### config.mk
export PLATFORM = sky130hd
export DESIGN_NAME = button_conditioner_flat
export DESIGN_NICKNAME = d
export VERILOG_FILES = /design/src/rtl/button_conditioner_if.sv /design/src/rtl/button_conditioner.sv /design/src/flat_wrapper.sv
export SDC_FILE = /design/constraint.sdc
export NUM_CORES = 1
export LEC_CHECK = 0
export BUFFER_PORTS_ARGS = -buffer_cell sky130_fd_sc_hd__buf_2
export CORE_MARGIN = 5
export CORE_UTILIZATION = 57
export CTS_BUF_LIST = sky130_fd_sc_hd__clkbuf_8
export DETAILED_ROUTE_END_ITERATION = 10
export GPL_TIMING_DRIVEN = 1
export PLACE_DENSITY = 0.73
export SKIP_LAST_GASP = 1
export SLEW_MARGIN = 20
export SYNTH_ARGS = -nofsm -noshare
export SYNTH_HDL_FRONTEND = slang
export SYNTH_SLANG_ARGS = --single-unit
### constraint.sdc
create_clock -name CLK100MHZ -period 1.9 [get_ports CLK100MHZ]
set_clock_uncertainty 0.05 [all_clocks]
set_input_delay 0.38 -clock CLK100MHZ [delete_from_list [all_inputs] [get_ports CLK100MHZ]]
set_output_delay 0.38 -clock CLK100MHZ [all_outputs]
set_load 0.05 [all_outputs]
### src/rtl/button_conditioner_if.sv
// Signal bundle between one raw setting button and its conditioner.
// The master side drives the raw button and repeat enable. The slave side
// (the conditioner) returns the conditioned strobe, the level and the repeat status.
interface button_conditioner_if;
  logic btn_in;       // raw button, asynchronous, active-high
  logic repeat_en;    // auto-repeat enable, synchronous
  logic press_pulse;  // one-cycle strobe per accepted press and per repeat
  logic btn_level;    // debounced button level
  logic repeating;    // high while auto-repeat is active

  modport master (
    output btn_in,
    output repeat_en,
    input  press_pulse,
    input  btn_level,
    input  repeating
  );

  modport slave (
    input  btn_in,
    input  repeat_en,
    output press_pulse,
    output btn_level,
    output repeating
  );
endinterface

### src/rtl/button_conditioner.sv
// Push-button conditioner for the clock-setting path.
// It synchronises the raw button through two flops and debounces both edges
// with a shared counter. It emits one press pulse per accepted press and,
// when enabled, a hold-to-repeat pulse train. All outputs are registered.
module button_conditioner #(
  parameter int DEBOUNCE_CYCLES = 1_000_000,
  parameter int REPEAT_DELAY    = 50_000_000,
  parameter int REPEAT_PERIOD   = 20_000_000
) (
  input logic                  CLK100MHZ,
  input logic                  reset,
  button_conditioner_if.slave  bus
);

  // Terminal counts. Every compare either leaves the state or clears the
  // counter, so the 27-bit counter can never wrap.
  localparam logic [26:0] DEB_LAST    = 27'(DEBOUNCE_CYCLES - 1);
  localparam logic [26:0] DELAY_LAST  = 27'(REPEAT_DELAY - 1);
  localparam logic [26:0] PERIOD_LAST = 27'(REPEAT_PERIOD - 1);

  typedef enum logic [2:0] {
    IDLE,
    PRESS_ARM,
    HELD,
    REPEAT,
    REL_ARM
  } state_t;

  state_t      state_q, state_d;
  logic        s1_q, s2_q;
  logic [26:0] cnt_q, cnt_d;
  logic        pulse_q, pulse_d;
  logic        level_q, level_d;
  logic        rep_q, rep_d;

  // Two-flop synchroniser for the asynchronous button input
  always_ff @(posedge CLK100MHZ) begin
    if (reset) begin
      s1_q <= 1'b0;
      s2_q <= 1'b0;
    end else begin
      s1_q <= bus.btn_in;
      s2_q <= s1_q;
    end
  end

  // State, counter and registered outputs
  always_ff @(posedge CLK100MHZ) begin
    if (reset) begin
      state_q <= IDLE;
      cnt_q   <= '0;
      pulse_q <= 1'b0;
      level_q <= 1'b0;
      rep_q   <= 1'b0;
    end else begin
      state_q <= state_d;
      cnt_q   <= cnt_d;
      pulse_q <= pulse_d;
      level_q <= level_d;
      rep_q   <= rep_d;
    end
  end

  // Next-state, counter and output decode. Release is tested before any
  // repeat terminal count, so it wins when both happen in the same cycle.
  always_comb begin
    state_d = state_q;
    cnt_d   = cnt_q + 27'd1;
    pulse_d = 1'b0;

    case (state_q)
      IDLE: begin
        cnt_d = '0;
        if (s2_q) state_d = PRESS_ARM;
      end

      PRESS_ARM: begin
        if (!s2_q) begin
          state_d = IDLE;          // bounce rejected
          cnt_d   = '0;
        end else if (cnt_q == DEB_LAST) begin
          state_d = HELD;
          cnt_d   = '0;
          pulse_d = 1'b1;
        end
      end

      HELD: begin
        if (!s2_q) begin
          state_d = REL_ARM;
          cnt_d   = '0;
        end else if (!bus.repeat_en) begin
          cnt_d = '0;              // repeat delay only runs while enabled
        end else if (cnt_q == DELAY_LAST) begin
          state_d = REPEAT;
          cnt_d   = '0;
          pulse_d = 1'b1;
        end
      end

      REPEAT: begin
        if (!s2_q) begin
          state_d = REL_ARM;
          cnt_d   = '0;
        end else if (!bus.repeat_en) begin
          state_d = HELD;
          cnt_d   = '0;
        end else if (cnt_q == PERIOD_LAST) begin
          cnt_d   = '0;
          pulse_d = 1'b1;
        end
      end

      REL_ARM: begin
        if (s2_q) begin
          state_d = HELD;          // release bounce: no pulse, delay restarts
          cnt_d   = '0;
        end else if (cnt_q == DEB_LAST) begin
          state_d = IDLE;
          cnt_d   = '0;
        end
      end

      default: begin
        state_d = IDLE;
        cnt_d   = '0;
      end
    endcase

    level_d = (state_d == HELD) || (state_d == REPEAT) || (state_d == REL_ARM);
    rep_d   = (state_d == REPEAT);
  end

  assign bus.press_pulse = pulse_q;
  assign bus.btn_level   = level_q;
  assign bus.repeating   = rep_q;

endmodule

### src/flat_wrapper.sv
// flat-port wrapper written by rule: the top's interface ports become plain ports
module button_conditioner_flat 
#(
  parameter int DEBOUNCE_CYCLES = 1_000_000,
  parameter int REPEAT_DELAY    = 50_000_000,
  parameter int REPEAT_PERIOD   = 20_000_000
)
  (CLK100MHZ, reset, bus_btn_in, bus_repeat_en, bus_press_pulse, bus_btn_level, bus_repeating);
  button_conditioner_if bus_i ();
  input logic CLK100MHZ;
  input logic reset;
  input wire logic [$bits(bus_i.btn_in)-1:0] bus_btn_in;
  input wire logic [$bits(bus_i.repeat_en)-1:0] bus_repeat_en;
  output wire logic [$bits(bus_i.press_pulse)-1:0] bus_press_pulse;
  output wire logic [$bits(bus_i.btn_level)-1:0] bus_btn_level;
  output wire logic [$bits(bus_i.repeating)-1:0] bus_repeating;
  assign bus_i.btn_in = bus_btn_in;
  assign bus_i.repeat_en = bus_repeat_en;
  assign bus_press_pulse = bus_i.press_pulse;
  assign bus_btn_level = bus_i.btn_level;
  assign bus_repeating = bus_i.repeating;
  button_conditioner #(.DEBOUNCE_CYCLES(DEBOUNCE_CYCLES), .REPEAT_DELAY(REPEAT_DELAY), .REPEAT_PERIOD(REPEAT_PERIOD)) u_core (.CLK100MHZ(CLK100MHZ), .reset(reset), .bus(bus_i));
endmodule
==> flow_summary.json <==
{
  "path_cells": "ha_4, nand3_4, or4_4, o21bai_4, o221a_4, buf_12, nor3_1",
  "required_ps": 2030,
  "synthSimpleGateAreaFrac_pct": 40.0,
  "drt-total-wl_mm": 4.34,
  "drv_cap": 0,
  "first_global_vias": 1534,
  "grt_overflow_total": 0,
  "synthMuxAreaShare_pct": 0,
  "synth_top_cell_by_area": "dfxtp_1",
  "timing.final.crit_share_pct": 103,
  "die_w_um": 67.7,
  "critPathMaxFanout": 15,
  "vias_per_cell": 5.71,
  "synth_xor_area_share_pct": 11.5,
  "grt_pass1_wl_mm": 7.32,
  "ys_ff_latch": 35,
  "synth_top_area_share_pct": 36.9,
  "max_freq_ghz": 0.510,
  "gp_congestion": 0.902,
  "cts.clk_slew.worst_paths_ps": 70,
  "num_rows": 21,
  "layout-drive-gt1-share_pct": 34.3,
  "synthTopCellsByCount": "dfxtp_1, nor3_2, xnor2_1",
  "core_area_sq_um": 3280,
  "drt_iter0_drc": 105,
  "antenna_cells": 0,
  "syn-mean-instance-area_sq_um": 9.34,
  "cts_buffer_depth": 2,
  "area_growth_pct": 23.8,
  "cts_sinks": 35,
  "synth_cells": 203,
  "critPathTopFamily": "simple AND/OR/NAND/NOR gates",
  "cts_made_buffers": 5,
  "power_density_nw_per_um2": 669,
  "die_h_um": 67.7,
  "nNetsFinal": 237,
  "maxSlewHeadroom_pct": 75.8,
  "root_buffer": "clkbuf_8",
  "remaining_drc_errors": 0,
  "synth_area_leaders": "dfxtp_1, nor3_2, xnor2_1, nor3_1, xor2_1",
  "synth_compound_area_share_pct": 5.15,
  "p_leak_nw": 0.701,
  "tightest_slew_ps": 360,
  "cp-start-kind": "flop",
  "hold_path.class": "input pin to flop",
  "start_util_pct": 57.8,
  "grtUsageTotal_pct": 21.5,
  "dp_hpwl_mm": 3.08,
  "vdd_drop_max_v": 0.000497,
  "synth_edf_count": 0,
  "fin_ws_ps": -59.2,
  "crit_path_end_kind": "flop",
  "synth_adder_area_share_pct": 0.660,
  "antenna_found_initial": 0,
  "whs_ps": 246,
  "synthFlopType": "dfxtp_1",
  "grt_max_degree": 28,
  "drtPass1Iterations": 4,
  "synthDistinctLibCells": 44,
  "final_max_slew_viol_count": 0,
  "period_needed_ps": 1960,
  "finalPower_w": 0.00157,
  "slowest_delay_ps": 570,
  "async_flop_share_pct": 0,
  "arrival_ps": 2090,
  "synth_area_sq_um": 1900,
  "finalSetupViolCount": 27,
  "htree_levels": 2,
  "status": "finished with violations",
  "cts_tree": "yes",
  "synth_top_family_by_area": "simple AND/OR/NAND/NOR gates",
  "insertion_delay_ps": 290,
  "synth_nets": 208,
  "postRouteAntennaNets": 0,
  "avgRoutedWirePerCell_um": 15.5,
  "yosysWarnings": 0,
  "die_area_sq_um": 4580,
  "rsz0062_at_grt": "true",
  "violations": "setup timing",
  "port_buffers": 6,
  "ys_seq_area_share_pct": 36.9,
  "critPathSlowestCell": "or4_4",
  "hold_viol_final": 0,
  "synth_most_common_cell": "dfxtp_1",
  "worst-setup-path-type": "flop to flop",
  "num_io_pins": 7,
  "vias": 1593,
  "cp.buffers_inverters": 1
}
-- cell usage in the layout, fill, tap and decap left out, types with 2 or more instances in the layout --
cell | netlist | layout
dfxtp_2 | 0 | 3
inv_1 | 7 | 8
nor3b_1 | 3 | 3
xor2_1 | 7 | 7
dfxtp_1 | 35 | 32
bufinv_16 | 0 | 2
or2_1 | 2 | 2
nor3_2 | 21 | 21
nand4_1 | 6 | 6
nand2_1 | 14 | 14
xnor2_1 | 18 | 18
nor3_1 | 14 | 14
and4_1 | 4 | 3
nand3_1 | 12 | 12
buf_2 | 3 | 6
nor2b_1 | 4 | 4
or2_2 | 2 | 2
clkbuf_8 | 0 | 5
buf_4 | 3 | 23
buf_12 | 0 | 3
nor4_1 | 8 | 6
nor4_2 | 2 | 3
nor2_1 | 8 | 8
a21oi_1 | 3 | 3
-- power by group --
group          switching, W  internal [W]  total [W]  leakage, nW
combinational     0.0000194     0.0000164  0.0000358        0.348
clock              0.000278      0.000519   0.000797       0.0695
sequential       0.00000280      0.000736   0.000738        0.284
total              0.000300       0.00127    0.00157        0.701
-- worst register-to-register path: cells and delay by family (launching register included) --
family	cells	cell delay [ps]
compound gates	2	370
buf+inv	1	160
simple gates	3	740
fa+ha+maj	1	160
flops	1	360
-- per-layer routing --
metal | routed length (um) | track usage, %
met5 | 0 | 0
met4 | 47 | 5.82
met3 | 215 | 5.49
met2 | 2230 | 35.7
met1 | 1840 | 27.4
-- stage by stage --
stage	TNS [ps]	instance area (sq um)	std cells	util, %	setup slack, ps
3_5_place_dp	-1120	2160	271	65.9	-74.4
5_1_grt	-2860	2350	279	71.5	-134
4_1_cts	-800	2310	279	70.4	-63.6
3_3_place_gp	-72.5	2160	271	65.9	-19.4
6_report	-742	2350	279	71.5	-59.2
2_1_floorplan	-724	1930	203	-	-36.4
-- kinds of logic after synthesis --
kind of cell,Yosys count
AO/OA/AOI/OAI,12
XOR/XNOR,25
adder cells (fa/ha/maj),1
buffers and inverters,17
flip-flops,35
AND/OR/NAND/NOR,113
-- sequential cells by signal, summed over array words and instances, names as in the netlist --
name / cells
u_core.s1_q: 1
u_core.bus.press_pulse: 1
u_core.cnt_q: 27
u_core.s2_q: 1
u_core.bus.repeating: 1
u_core.state_q: 3
u_core.bus.btn_level: 1
-- worst paths after layout --
kind / from / to / slack [ps] / cells after the start
hold / removal: bus_btn_in / u_core.s1_q / 250 / 2
hold reg to reg: u_core.s1_q / u_core.s2_q / 430 / 1
setup reg to reg: u_core.cnt_q[1] / u_core.cnt_q[7] / -60 / 7
setup / recovery: u_core.cnt_q[1] / u_core.cnt_q[7] / -60 / 7
-- layout make-up --
cell class | instances | area [sq um]
Sequential cell | 35 | 704
Clock inverter | 3 | 63.8
Inverter | 7 | 26.3
Fill cell | 262 | 936
Tap cell | 46 | 57.6
Multi-Input combinational cell | 151 | 1160
Timing Repair Buffer | 32 | 263
Clock buffer | 5 | 68.8
-- timing repair --
item | in CTS | in global routing
resized for setup | 2 | 9
pin swaps | 0 | 0
hold buffers | 0 | 0
setup buffers | 0 | 0
endpoints found under the hold margin | 0 | 0
endpoints found under the setup margin | 28 | 30
Power figures use the tool's default switching activity.
